===== src/rtl/rst_release_sequencer.sv =====
// ---------------------------------------------------------------------------
// rst_release_sequencer
//
// Purpose:
//   This block sits downstream of a domain's reset synchronizer. It releases
//   a set of per-block active-low resets one at a time, in ascending bit
//   order. Staggering the releases keeps downstream blocks from waking up
//   together, which avoids inrush current and ordering hazards.
//   - Bit 0 is released after HOLD_CYCLES edges with reset inactive.
//   - Each later bit follows after a gap of G edges. G is latched from
//     STEP_DLY on the start edge, and a value of 0 is treated as 1.
//   - A level-sensitive software request restarts the whole sequence.
//
// Ports:
//   CLK           in   domain clock
//   RST           in   synchronous active-low reset (from synchronizer)
//   SOFT_RST_REQ  in   level; while high, holds everything in reset
//   STEP_DLY      in   [CNT_WIDTH] gap between successive releases
//   RST_OUT_N     out  [NUM_OUTS] per-block active-low resets, bit 0 first
//   SEQ_BUSY      out  high while any RST_OUT_N bit is still low
//   SEQ_DONE      out  high once every RST_OUT_N bit is released
// ---------------------------------------------------------------------------
module rst_release_sequencer #(
  parameter int NUM_OUTS    = 4,
  parameter int CNT_WIDTH   = 8,
  parameter int HOLD_CYCLES = 16
) (
  input  logic                 CLK,
  input  logic                 RST,
  input  logic                 SOFT_RST_REQ,
  input  logic [CNT_WIDTH-1:0] STEP_DLY,
  output logic [NUM_OUTS-1:0]  RST_OUT_N,
  output logic                 SEQ_BUSY,
  output logic                 SEQ_DONE
);

  localparam int IDX_W = (NUM_OUTS > 1) ? $clog2(NUM_OUTS) : 1;
  localparam logic [CNT_WIDTH-1:0] HOLD_LAST = CNT_WIDTH'(HOLD_CYCLES - 1);
  localparam logic [IDX_W-1:0]     LAST_IDX  = IDX_W'(NUM_OUTS - 1);

  typedef enum logic [1:0] {
    S_HOLD = 2'd0,
    S_STEP = 2'd1,
    S_DONE = 2'd2
  } state_t;

  state_t                state_q, state_d;
  logic [CNT_WIDTH-1:0]  cnt_q, cnt_d;
  logic [IDX_W-1:0]      idx_q, idx_d;
  logic [CNT_WIDTH-1:0]  gap_q, gap_d;
  logic                  first_q, first_d;  // next active edge is E1
  logic [NUM_OUTS-1:0]   out_q, out_d;
  logic                  busy_q, busy_d;
  logic                  done_q, done_d;

  always_comb begin
    state_d = state_q;
    cnt_d   = cnt_q;
    idx_d   = idx_q;
    gap_d   = gap_q;
    first_d = first_q;
    out_d   = out_q;
    busy_d  = busy_q;
    done_d  = done_q;

    if (SOFT_RST_REQ) begin
      // Same effect as a hardware reset. Counting resumes on the first edge
      // that samples the request low.
      state_d = S_HOLD;
      cnt_d   = '0;
      idx_d   = '0;
      first_d = 1'b1;
      out_d   = '0;
      busy_d  = 1'b1;
      done_d  = 1'b0;
    end else begin
      unique case (state_q)
        S_HOLD: begin
          // Freeze the gap at E1 so later STEP_DLY changes cannot disturb
          // a sequence that is already running.
          if (first_q) begin
            gap_d   = (STEP_DLY == '0) ? CNT_WIDTH'(1) : STEP_DLY;
            first_d = 1'b0;
          end
          // At edge En the counter holds n-1, so this fires on E_HOLD_CYCLES.
          if (cnt_q == HOLD_LAST) begin
            out_d[0] = 1'b1;
            cnt_d    = '0;
            idx_d    = IDX_W'(1);
            if (NUM_OUTS == 1) begin
              state_d = S_DONE;
              busy_d  = 1'b0;
              done_d  = 1'b1;
            end else begin
              state_d = S_STEP;
            end
          end else begin
            cnt_d = cnt_q + 1'b1;
          end
        end

        S_STEP: begin
          if (cnt_q == gap_q - 1'b1) begin
            out_d[idx_q] = 1'b1;
            cnt_d        = '0;
            if (idx_q == LAST_IDX) begin
              state_d = S_DONE;
              busy_d  = 1'b0;
              done_d  = 1'b1;
            end else begin
              idx_d = idx_q + 1'b1;
            end
          end else begin
            cnt_d = cnt_q + 1'b1;
          end
        end

        S_DONE: ;

        default: begin
          state_d = S_HOLD;
          cnt_d   = '0;
          idx_d   = '0;
          first_d = 1'b1;
          out_d   = '0;
          busy_d  = 1'b1;
          done_d  = 1'b0;
        end
      endcase
    end
  end

  // gap_q is not reset: it is always loaded at E1, before S_STEP can use it.
  always_ff @(posedge CLK) begin
    gap_q <= gap_d;
    if (!RST) begin
      state_q <= S_HOLD;
      cnt_q   <= '0;
      idx_q   <= '0;
      first_q <= 1'b1;
      out_q   <= '0;
      busy_q  <= 1'b1;
      done_q  <= 1'b0;
    end else begin
      state_q <= state_d;
      cnt_q   <= cnt_d;
      idx_q   <= idx_d;
      first_q <= first_d;
      out_q   <= out_d;
      busy_q  <= busy_d;
      done_q  <= done_d;
    end
  end

  assign RST_OUT_N = out_q;
  assign SEQ_BUSY  = busy_q;
  assign SEQ_DONE  = done_q;

endmodule


===== config.mk =====
export PLATFORM = sky130hd
export DESIGN_NAME = rst_release_sequencer
export DESIGN_NICKNAME = d
export VERILOG_FILES = /design/src/rtl/rst_release_sequencer.sv
export SDC_FILE = /design/constraint.sdc
export NUM_CORES = 1
export LEC_CHECK = 0
export CAP_MARGIN = 30
export CORE_AREA = 5 5 59 61
export DETAILED_ROUTE_END_ITERATION = 7
export DIE_AREA = 0 0 64 66
export GPL_TIMING_DRIVEN = 0
export HOLD_SLACK_MARGIN = 0.08
export PLACE_DENSITY = 0.75
export REMOVE_ABC_BUFFERS = 1
export SLEW_MARGIN = 20
export SYNTH_ARGS = -nofsm -noshare
export SYNTH_HDL_FRONTEND = slang
export SYNTH_SLANG_ARGS = --single-unit

===== constraint.sdc =====
create_clock -name CLK -period 7 [get_ports CLK]
set_input_delay 0.7 -clock CLK [delete_from_list [all_inputs] [get_ports CLK]]
set_output_delay 0.7 -clock CLK [all_outputs]
set_load 0.01 [all_outputs]

==> flow_metrics.py <==
metrics = {
    "power_and_ir_drop": {
        "power_frac_comb": 0.086,
        "p_int_uw": 199,
        "p_seq_frac": 0.651,
        "power.switching_uw": 60.8,
        "netSwitchingFraction": 0.234,
        "peakVddDrop_mv": 0.134,
        "p_leak_nw": 0.602,
        "power.clock.fraction": 0.264,
        "power.density_mw_per_mm2": 154,
    },
    "timing": {
        "rsz0062_at_grt": "no",
        "fmax_mhz": 383,
        "fin_setup_tns_ps": 0,
        "period_minus_slack_ps": 2610,
        "hold_viol_final": 0,
        "worst_slew_pin_slew_ps": 689,
        "slew_viol_final": 0,
        "slew_headroom": 0.539,
        "setup_viol_count_final": 0,
        "layout_worst_path_cycle_share": 0.373,
        "skew_ps": 1.26,
    },
    "logic_synthesis": {
        "synth-seq-cells": 27,
        "synth_cells": 167,
        "yosys_warnings": 0,
        "yosysSeqAreaShare": 0.413,
        "synthDistinctLibCells": 35,
        "syn_area_sq_mm": 0.00150,
        "syn_avg_cell_area_sq_um": 9.00,
    },
    "critical_path": {
        "required_ps": 7230,
        "crit_end": "cnt_q[7]",
        "reg2regPathDepth": 7,
        "slowest_stage": "or4_4",
        "critPathMaxFanout": 7,
        "crit_start": "gap_q[0]",
        "reg2reg_setup_slack_ps": 4390,
        "endpoint_kind": "flip-flop",
        "worstPathBufferInverterCount": 0,
        "cpPeakStageDelay_ps": 560,
        "path_class": "reg -> reg",
        "crit_path_cell_trace": "or4_4 > nor4_4 > xnor2_1 > a211oi_1 > a21oi_1 > nand2b_1 > o311ai_0",
        "critPathTopFamily": "simple AND/OR/NAND/NOR gates",
        "cp_num_cells": 7,
        "r2r-start": "gap_q[0]",
        "arrival_ps": 2840,
        "critPathLaunchType": "flip-flop",
        "r2r_end": "cnt_q[7]",
    },
    "layout": {
        "layout_common_cells": "19 x dfxtp_1, 16 x clkdlybuf4s50_1, 13 x nand2_1",
        "fin_area_sq_mm": 0.00169,
        "utilization": 0.577,
        "drive_gt1_frac": 0.0398,
        "nFillCells": 275,
        "synthToLayoutAreaGrowth_pct": 12.4,
        "diodes": 0,
        "final_cells": 209,
        "finalNetCount": 197,
        "final_common_cell": "dfxtp_1",
    },
    "cts": {
        "clockBufferDepth": 2,
        "clock-root-buffer": "clkbuf_4",
        "clkSlewWorstSetupHoldPaths_ps": 140,
        "cts_buffers": 3,
        "postCtsHoldBufs": 0,
        "htree_levels": 1,
        "worstSkewPairLatency_ps": 330,
        "postCtsSetupBuffers": 0,
        "cts.sinks": 27,
        "cts_tree": "built",
        "cts_resized": 0,
    },
    "routing": {
        "via_per_inst": 5.87,
        "drt-initial-drc-count": 70,
        "num_vias": 1227,
        "drc": 0,
        "wire_per_inst_microns": 14.8,
        "final_antenna_net_count": 0,
        "drt_first_pass_iters": 4,
        "wl_microns": 3100,
    },
    "floorplanning": {
        "placeableCoreArea_sq_mm": 0.00293,
        "rows": 20,
        "die_area_sq_mm": 0.00422,
        "die_y_microns": 66,
        "io_pins": 17,
        "start_util": 0.513,
        "die_x_microns": 64,
    },
    "placement": {
        "hpwlAfterDp_microns": 2420,
        "gp_congestion": 0.881,
        "place_area_sq_mm": 0.00166,
        "io_buffer_count": 16,
        "place_inst": 205,
    },
    "global_route": {
        "grt_pass1_wl_microns": 5250,
        "grt_overflow": 0,
        "grt_max_degree": 15,
        "grt.total_usage": 0.155,
        "grt_pass1_vias": 1273,
        "antenna_found_initial": 0,
    },
    "status": {
        "status": "completed",
    },
    "flow_run": {
        "maxCapViolCount": 0,
    },
    "min_path": {
        "min_path_type": "reg -> reg",
    },
}
[per-stage QoR]
stage	setup slack, ps	hold slack, ps	power (mW)
floorplan	4660	442	0.185
global placement	4280	436	0.194
detailed placement	4150	454	0.195
CTS	4440	483	0.261
global route	4180	503	0.270
finish	4390	481	0.260
[power groups by stage]
stage | combinational (mW) | sequential (mW) | clock, mW
global placement | 0.0212 | 0.172 | 0
CTS | 0.0223 | 0.169 | 0.0698
global route | 0.0242 | 0.170 | 0.0757
floorplan | 0.0130 | 0.172 | 0
detailed placement | 0.0221 | 0.173 | 0
finish | 0.0223 | 0.169 | 0.0686
[synth_stat cells (all sizes together)]
master / number / share of area
or2: 2 / 0.0083
a31oi: 4 / 0.017
a211oi: 3 / 0.015
and2: 1 / 0.0042
xor2: 1 / 0.0058
a21o: 4 / 0.020
nor3: 5 / 0.017
a21oi: 4 / 0.013
clkbuf: 10 / 0.025
nor2b: 3 / 0.012
o21a: 4 / 0.020
inv: 10 / 0.025
o31ai: 1 / 0.0050
nand2: 13 / 0.032
o221ai: 1 / 0.0058
o311ai: 5 / 0.029
xnor2: 12 / 0.070
buf: 1 / 0.0025
nor2: 11 / 0.027
o21ai: 6 / 0.020
nand2b: 4 / 0.017
nand3: 9 / 0.030
nand4: 1 / 0.0042
dfxtp: 19 / 0.25
and3: 5 / 0.021
ha: 9 / 0.075
o22ai: 2 / 0.0083
edfxtp: 8 / 0.16
o211ai: 1 / 0.0050
a311oi: 1 / 0.0058
or4: 3 / 0.020
nor4: 4 / 0.027
[metal layers]
layer	GRT usage	vias to the layer above	share of wire
met3	0.0340	5	0.033
met5	0	-	0
li1	-	609	-
met2	0.299	23	0.52
met1	0.158	590	0.43
met4	0.0623	0	0.014
[worst min-delay path by stage]
stage,startpoint,to,cells past startpoint
global placement,SEQ_BUSY,SEQ_BUSY,1
CTS,SEQ_BUSY,SEQ_BUSY,1
detailed placement,RST_OUT_N[3],RST_OUT_N[3],1
floorplan,first_q,first_q,2
global route,SEQ_BUSY,SEQ_BUSY,1
finish,RST_OUT_N[3],RST_OUT_N[3],1
[kinds of logic (layout without fill, tap and decap cells)]
| kind of cell | Yosys count | count (layout) | synth area share |
|---|---|---|---|
| AOI/OAI and AO/OA | 36 | 36 | 0.164 |
| xor gates and xnor gates | 13 | 13 | 0.0758 |
| adders and majority gates | 9 | 9 | 0.0749 |
| buffers and inverters | 21 | 30 | 0.0525 |
| DFF | 27 | 27 | 0.413 |
| and+or+nand+nor | 61 | 61 | 0.220 |
[registers in the layout (all words and copies together) (netlist names)]
name	cells
state_q	2
first_q	1
SEQ_DONE	1
idx_q	2
RST_OUT_N	4
SEQ_BUSY	1
gap_q	8
cnt_q	8
[worst reg2reg max path: stages, from the launching register on]
cell,delay [ps]
edfxtp_1,480
or4_4,570
nor4_4,160
xnor2_1,180
a211oi_1,80
a21oi_1,410
nand2b_1,270
o311ai_0,380
[final cells by class]
class | count | area [sq um] | share of cell area
Multi-Input combinational cell | 119 | 803 | 0.476
Sequential cell | 27 | 621 | 0.367
Timing Repair Buffer | 16 | 160 | 0.0948
Tap cell | 33 | 41.3 | 0.0244
Inverter | 10 | 37.5 | 0.0222
Clock buffer | 4 | 26.3 | 0.0156
Note: power is estimated with default switching activity, not from simulation.
